<file path="src/rtl/hazard_stall_unit.sv">
// hazard_stall_unit: ID-stage hazard and stall controller.
// It detects load-use hazards that forwarding cannot cover. It tracks the
// multi-cycle mult/div unit and stalls HI/LO consumers while that unit is busy.
// A taken branch or jump resolved in EX becomes an IF/ID flush plus an ID/EX bubble.
// Optional build macro HAZARD_STATS_EN adds two saturating stall-cycle counters:
// load_stall_cnt and md_stall_cnt.
module hazard_stall_unit #(
  parameter int MD_LATENCY = 4,
  parameter int CNT_W      = 4
) (
  input  logic        clk,
  input  logic        reset,
  input  logic [4:0]  ID_reg_rs,
  input  logic [4:0]  ID_reg_rt,
  input  logic        ID_uses_rt,
  input  logic        ID_is_md,
  input  logic        ID_reads_hilo,
  input  logic        EX_mem_read,
  input  logic [4:0]  EX_reg_rt,
  input  logic        EX_redirect,
  output logic        pc_write,
  output logic        IF_ID_write,
  output logic        IF_ID_flush,
  output logic        ID_EX_bubble,
  output logic        md_busy,
`ifdef HAZARD_STATS_EN
  output logic [15:0] load_stall_cnt,
  output logic [15:0] md_stall_cnt,
`endif
  output logic [1:0]  stall_cause
);

  typedef enum logic {IDLE = 1'b0, MD_BUSY = 1'b1} state_t;

  localparam logic [1:0] CAUSE_NONE  = 2'b00;
  localparam logic [1:0] CAUSE_LOAD  = 2'b01;
  localparam logic [1:0] CAUSE_MD    = 2'b10;
  localparam logic [1:0] CAUSE_REDIR = 2'b11;

  localparam logic [CNT_W-1:0] MD_LAT_C = CNT_W'(MD_LATENCY);
  localparam logic [CNT_W-1:0] CNT_ONE  = CNT_W'(1);

  state_t           state;
  state_t           state_nxt;
  logic [CNT_W-1:0] md_cnt;
  logic [CNT_W-1:0] md_cnt_nxt;
  logic             load_hz;
  logic             md_hz;
  logic             md_issue;

  // The EX load targets a register that the ID instruction reads.
  // Register 0 is excluded because it is never really written.
  assign load_hz = EX_mem_read && (EX_reg_rt != 5'd0) &&
                   ((EX_reg_rt == ID_reg_rs) || (ID_uses_rt && (EX_reg_rt == ID_reg_rt)));
  assign md_busy  = (state == MD_BUSY);
  assign md_hz    = md_busy && (ID_is_md || ID_reads_hilo);
  // A wrong-path mult/div (redirect) or a stalled one must not start the unit.
  assign md_issue = ID_is_md && !EX_redirect && !md_hz && !load_hz;

  // State and busy-counter register
  always_ff @(posedge clk) begin
    if (reset) begin
      state  <= IDLE;
      md_cnt <= '0;
    end else begin
      state  <= state_nxt;
      md_cnt <= md_cnt_nxt;
    end
  end

  // Next-state logic. The in-flight op keeps counting under a redirect.
  always_comb begin
    state_nxt  = state;
    md_cnt_nxt = md_cnt;
    case (state)
      IDLE: begin
        if (md_issue) begin
          state_nxt  = MD_BUSY;
          md_cnt_nxt = MD_LAT_C;
        end
      end
      MD_BUSY: begin
        if (md_cnt == CNT_ONE) begin
          state_nxt  = IDLE;
          md_cnt_nxt = '0;
        end else begin
          md_cnt_nxt = md_cnt - CNT_ONE;
        end
      end
      default: begin
        state_nxt  = IDLE;
        md_cnt_nxt = '0;
      end
    endcase
  end

  // Pipeline control outputs, prioritised: redirect > mult/div > load-use
  always_comb begin
    pc_write     = 1'b1;
    IF_ID_write  = 1'b1;
    IF_ID_flush  = 1'b0;
    ID_EX_bubble = 1'b0;
    stall_cause  = CAUSE_NONE;
    if (!reset) begin
      if (EX_redirect) begin
        IF_ID_flush  = 1'b1;
        ID_EX_bubble = 1'b1;
        stall_cause  = CAUSE_REDIR;
      end else if (md_hz) begin
        pc_write     = 1'b0;
        IF_ID_write  = 1'b0;
        ID_EX_bubble = 1'b1;
        stall_cause  = CAUSE_MD;
      end else if (load_hz) begin
        pc_write     = 1'b0;
        IF_ID_write  = 1'b0;
        ID_EX_bubble = 1'b1;
        stall_cause  = CAUSE_LOAD;
      end
    end
  end

`ifdef HAZARD_STATS_EN
  function automatic logic [15:0] sat_inc(input logic [15:0] v);
    return (v == 16'hFFFF) ? v : v + 16'd1;
  endfunction

  // Stall-cycle statistics, saturating at all-ones
  always_ff @(posedge clk) begin
    if (reset) begin
      load_stall_cnt <= '0;
      md_stall_cnt   <= '0;
    end else begin
      if (stall_cause == CAUSE_LOAD) load_stall_cnt <= sat_inc(load_stall_cnt);
      if (stall_cause == CAUSE_MD)   md_stall_cnt   <= sat_inc(md_stall_cnt);
    end
  end
`endif

endmodule

</file>
<file path="config.mk">
export PLATFORM = sky130hd
export DESIGN_NAME = hazard_stall_unit
export DESIGN_NICKNAME = d
export VERILOG_FILES = /design/src/rtl/hazard_stall_unit.sv
export SDC_FILE = /design/constraint.sdc
export NUM_CORES = 1
export LEC_CHECK = 0
export CORE_AREA = 4 4 41 43
export CTS_CLUSTER_SIZE = 10
export DETAILED_ROUTE_END_ITERATION = 16
export DIE_AREA = 0 0 45 47
export PLACE_DENSITY = 0.86
export SYNTH_ARGS = -nofsm -noshare
export SYNTH_HDL_FRONTEND = slang
export SYNTH_SLANG_ARGS = --single-unit
</file>
<file path="constraint.sdc">
create_clock -name clk -period 3 [get_ports clk]
set_input_delay 0.6 -clock clk [delete_from_list [all_inputs] [get_ports clk]]
set_output_delay 0.6 -clock clk [all_outputs]
set_load 0.05 [all_outputs]
</file>
Word level (Yosys, flattened, before mapping)
Cells that the tools add are included.
- word-level logic and storage cells: 41
- register bits: 5
- input bits: 22
- bitwise operators: 1
- equality and inequality tests: 4
- multiplexer cells: 20
- add/sub/neg operators: 1
- reductions and logical operators: 13
- operator list (cell ; number):
    $mux W1 ; 13
    $eq A5 B5 Y1 ; 2
    $mux W4 ; 2
    $pmux W4 S2 ; 1
    $logic_and A1 B1 Y1 ; 7
    $mux W2 ; 3
    $reduce_bool A5 Y1 ; 1
    $eq A4 B1 Y1 const B ; 1
    $sub A4 B1 Y4 const B ; 1
    $logic_not A1 Y1 ; 3
    $logic_or A1 B1 Y1 ; 2
    $ne A2 B2 Y1 const B ; 1
    $pmux W1 S2 ; 1
    $not A1 Y1 ; 1

Logic depth before layout (Yosys ltp)
- word-level depth: 8
- depth in mapped cells: 6

Worst setup path before layout
OpenSTA, ideal clock, no wires.
- path type: input to output
- start: in EX_reg_rt[1]
- end: out pc_write
- stages on the path: 5
- setup slack: 0.253 ns
- data arrival time: 2.147 ns
- required time: 2.400 ns
- cell sequence: or4_1 > o21a_2 > a21oi_1 > or3_1 > buf_4
- longest elaborated chain between the ends: 8
- ends and longest elaborated chain (item ; line ; text):
    start, declared ; 19 ; input logic [4:0] EX_reg_rt,
    $eq A5 B5 Y1 ; 54 ; ((EX_reg_rt == ID_reg_rs) || (ID_uses_rt && (EX_reg_rt == ID_reg_rt)));
    $logic_and A1 B1 Y1 ; 54 ;
    $logic_or A1 B1 Y1 ; 54 ;
    $logic_and A1 B1 Y1 (*) ; 53 ; assign load_hz = EX_mem_read && (EX_reg_rt != 5'd0) &&
    $mux W1 (*) (4 in series) ; -- ;
    end, declared ; 21 ; output logic pc_write,
Every way passes the cells marked *; elsewhere a longest branch is shown, timed or not.

Final worst setup path
- start: in EX_reg_rt[1]
- end: out pc_write
- longest elaborated chain between the ends: 8
- ends and longest elaborated chain (item ; line ; text):
    $eq A5 B5 Y1 ; 54 ;
    $logic_and A1 B1 Y1 ; 54 ;
    $logic_or A1 B1 Y1 ; 54 ;
    $logic_and A1 B1 Y1 (*) ; 53 ;
    $mux W1 (*) ; 114 ; end else if (load_hz) begin
    $mux W1 (*) ; 109 ; end else if (md_hz) begin
    $mux W1 (*) ; 105 ; if (EX_redirect) begin
    $mux W1 (*) ; 104 ; if (!reset) begin
Marked as above.

==> impl_table.tex <==
\begin{tabular}{lr}
\hline
Metric & Value \\
\hline
\multicolumn{2}{l}{\textbf{CTS}} \\
Number of buffers created by CTS & 3 \\
Clock Sinks & 5 \\
Deepest clock path buffer count & 2 \\
CTS tree & yes \\
H-Tree Depth & 1 \\
Post-CTS setup-driven buffer insertion count & 0 \\
CTS Root Buffer Type & sky130\_fd\_sc\_hd\_\_clkbuf\_4 \\
Insertion delay of the later-clocked pin in the worst-skew pair & 0.25 ns \\
Clk slew on worst S/H paths & 0.04 ns \\
\multicolumn{2}{l}{\textbf{Global route}} \\
First-pass GRT wire length & 2.056 mm \\
Pin count of the biggest net entering global routing & 13 \\
Sum of overflow across all layers after global routing & 0 \\
Overall global routing resource usage & 0.1343 \\
Number of antenna violations at the first check in global routing & 0 \\
Vias in the first global route & 535 \\
\multicolumn{2}{l}{\textbf{Power and ir drop}} \\
Leakage Power & 0.0003046 uW \\
Ratio of total power to cell area & 338.0 nW/um2 \\
Worst ir drop on vdd & 0.1824 mV \\
\multicolumn{2}{l}{\textbf{Finish}} \\
Fraction of the core area covered by cells at the end of the flow & 0.6529 \\
Non-filler instance count after layout & 109 \\
Area growth, synth to finish & 68.49\% \\
ANT cells & 0 \\
Share of cells above drive strength 1 & 0.1489 \\
Final Cell Area & 849.6 um2 \\
Number of nets in the final layout & 119 \\
\multicolumn{2}{l}{\textbf{Route}} \\
Detailed Route Iter0 Violations & 6 \\
WL per Instance & 12.14 um \\
Wire length reported by the detailed router & 1.323 mm \\
DRC violations left & 0 \\
Initial DRT Pass Iterations & 4 \\
Vias/cell & 5.083 \\
Remaining antenna violation count & 0 \\
Total via count in the routed design & 554 \\
\multicolumn{2}{l}{\textbf{Die}} \\
Die footprint & 2115 um2 \\
Initial Utilization & 0.3875 \\
Top-Level Pins & 29 \\
Die H & 47 um \\
Number of cell rows & 13 \\
Floorplan die width & 45 um \\
Standard cell core area & 1301 um2 \\
\multicolumn{2}{l}{\textbf{STA}} \\
Worst Skew & 0.005424 ns \\
Maximum achievable frequency & 341.3 MHz \\
Worst slew pin tran & 0.4910 ns \\
Slew Limit Fails & 0 \\
Setup-violating endpoint count in the final report & 0 \\
Worst path setup slack after routing & 0.07022 ns \\
Post-route setup TNS & 0 ns \\
Count of final hold-check violations & 0 \\
Ratio of final minimum period to clock period & 0.9766 \\
Max-Slew Margin vs Limit & 0.6717 \\
Fin crit period & 2.930 ns \\
\multicolumn{2}{l}{\textbf{Synth}} \\
Share of the synthesized area in the top cell type & 0.1985 \\
Number of nets produced by synthesis & 88 \\
Cells after synthesis & 64 \\
Synth async-reset ratio & 0 \\
Most used flip-flop cell after synthesis & sky130\_fd\_sc\_hd\_\_dfxtp\_1 \\
Yosys cell types & 30 \\
Part of the Yosys area used for sequential elements & 0.1985 \\
Number of synthesized flops with an enable pin & 0 \\
Count of yosys warnings during synthesis & 0 \\
Post-synthesis sequential element count & 5 \\
Area of the mapped netlist & 504.2 um2 \\
Top area cells in the synthesized netlist & sky130\_fd\_sc\_hd\_\_dfxtp\_1 20\%, sky130\_fd\_sc\_hd\_\_xnor2\_1 19\%, sky130\_fd\_sc\_hd\_\_ha\_1 5.0\%, sky130\_fd\_sc\_hd\_\_nor2\_1 4.5\%, sky130\_fd\_sc\_hd\_\_o22ai\_4 4.0\% \\
Cell type with the largest total area after synthesis & sky130\_fd\_sc\_hd\_\_dfxtp\_1 \\
Average footprint of a synthesized cell & 7.879 um2 \\
\multicolumn{2}{l}{\textbf{Worst setup path}} \\
Maximum fanout along the worst path & 6 \\
Slack of the worst reg-to-reg path & 1.67 ns \\
Arrival time of data at the critical path endpoint & 2.33 ns \\
Required arrival time at the worst endpoint & 2.40 ns \\
Critical path launch point type & input pin \\
Type of the setup path with the least slack & in2out \\
Type of destination of the critical path & output port \\
\multicolumn{2}{l}{\textbf{Placement}} \\
Number of I/O port buffers & 28 \\
Number of cells after detailed placement & 105 \\
Cell area reported after detailed placement & 818.3 um2 \\
Half-perimeter wire length after detailed placement & 1.126 mm \\
Placement-stage worst setup slack & 0.02163 ns \\
Routability Congestion & 0.7044 \\
\multicolumn{2}{l}{\textbf{Worst hold path}} \\
HP Class & reg2reg \\
\multicolumn{2}{l}{\textbf{Job}} \\
Maximum capacitance violations & 0 \\
\multicolumn{2}{l}{\textbf{Run status}} \\
Run status & finished, final reports clean \\
\hline
\end{tabular}
[stage by stage]
stage / hold WS (ns) / total power (uW)
6_report: 0.5331 / 287.2
5_1_grt: 0.5678 / 305.9
4_1_cts: 0.5359 / 288.9
3_5_place_dp: 0.5255 / 209.0
3_3_place_gp: 0.5129 / 206.2
2_1_floorplan: 0.4886 / 154.3
[report_power, final]
group	internal, uW	switching (uW)	leakage, uW
combinational	68.3	58.8	0.000248
clock	50.3	28.7	0.0000150
sequential	73.0	8.00	0.0000412
[worst max-delay path, cell delays in order]
cell                              delay, ns
sky130_fd_sc_hd__clkdlybuf4s50_1       0.46
sky130_fd_sc_hd__or4_1                 0.56
sky130_fd_sc_hd__o21a_2                0.26
sky130_fd_sc_hd__a21oi_1               0.14
sky130_fd_sc_hd__or3_4                 0.17
sky130_fd_sc_hd__buf_12                0.13
[layer usage]
metal,GRT usage,vias up,share of wire
li1,-,286,-
met1,0.1114,235,0.36
met2,0.2655,29,0.51
met3,0.06130,4,0.11
met4,0.06433,0,0.014
met5,0,-,0
[flip-flops by register name, indices dropped and copies added, names as in the netlist]
name	flops
md_busy	1
md_cnt	4
[logic make-up after synthesis]
family                   count (synthesis)  synth area share
adder cells (fa/ha/maj)                  2           0.04962
flip-flops                               5            0.1985
AND/OR/NAND/NOR                         24            0.2581
AO/OA/AOI/OAI                           16            0.2506
buffers and inverters                    6           0.05212
XOR/XNOR                                11            0.1911
[layout by cell type (no fill, tap or decap), types with 2 or more instances in the layout]
cell / Yosys / final
sky130_fd_sc_hd__buf_12: 0 / 3
sky130_fd_sc_hd__dfxtp_1: 5 / 5
sky130_fd_sc_hd__nor2b_1: 2 / 2
sky130_fd_sc_hd__nor2_1: 6 / 6
sky130_fd_sc_hd__a21oi_1: 3 / 3
sky130_fd_sc_hd__inv_1: 3 / 3
sky130_fd_sc_hd__buf_4: 1 / 4
sky130_fd_sc_hd__nand2_1: 3 / 3
sky130_fd_sc_hd__nand2b_1: 3 / 3
sky130_fd_sc_hd__ha_1: 2 / 2
sky130_fd_sc_hd__a31oi_1: 2 / 2
sky130_fd_sc_hd__o21a_1: 2 / 2
sky130_fd_sc_hd__clkdlybuf4s50_1: 0 / 22
sky130_fd_sc_hd__clkbuf_4: 0 / 3
sky130_fd_sc_hd__xnor2_1: 11 / 11
sky130_fd_sc_hd__nand3_1: 2 / 2
[final timing paths]
| kind | startpoint | endpoint | cells after the start |
|---|---|---|---|
| setup / recovery | EX_reg_rt[1] | pc_write | 6 |
| hold / removal | md_cnt[2] | md_cnt[2] | 1 |
| setup reg to reg | md_cnt[0] | md_cnt[3] | 4 |
| hold reg to reg | md_cnt[2] | md_cnt[2] | 1 |
[cell type report]
cell class | instances | area (um2)
Tap cell | 15 | 18.77
Timing Repair Buffer | 29 | 310.3
Multi-Input combinational cell | 53 | 382.9
Clock buffer | 4 | 26.28
Inverter | 3 | 11.26
Fill cell | 130 | 451.7
Sequential cell | 5 | 100.1
[cell usage after synthesis (2+ instances only)]
| cell | number |
|---|---|
| sky130_fd_sc_hd__xnor2_1 | 11 |
| sky130_fd_sc_hd__clkbuf_1 | 2 |
| sky130_fd_sc_hd__nor2_1 | 6 |
| sky130_fd_sc_hd__o21a_1 | 2 |
| sky130_fd_sc_hd__nand2b_1 | 3 |
| sky130_fd_sc_hd__or3_1 | 2 |
| sky130_fd_sc_hd__dfxtp_1 | 5 |
| sky130_fd_sc_hd__nand2_1 | 3 |
| sky130_fd_sc_hd__a21oi_1 | 3 |
| sky130_fd_sc_hd__a31oi_1 | 2 |
| sky130_fd_sc_hd__inv_1 | 3 |
| sky130_fd_sc_hd__ha_1 | 2 |
| sky130_fd_sc_hd__nand3_1 | 2 |
| sky130_fd_sc_hd__nor2b_1 | 2 |
[repair_timing]
action	4_1_cts	5_1_grt
endpoints found under the setup margin	0	2
hold buffers	0	0
resized for setup	0	1
(Power assumes the default switching activity.)
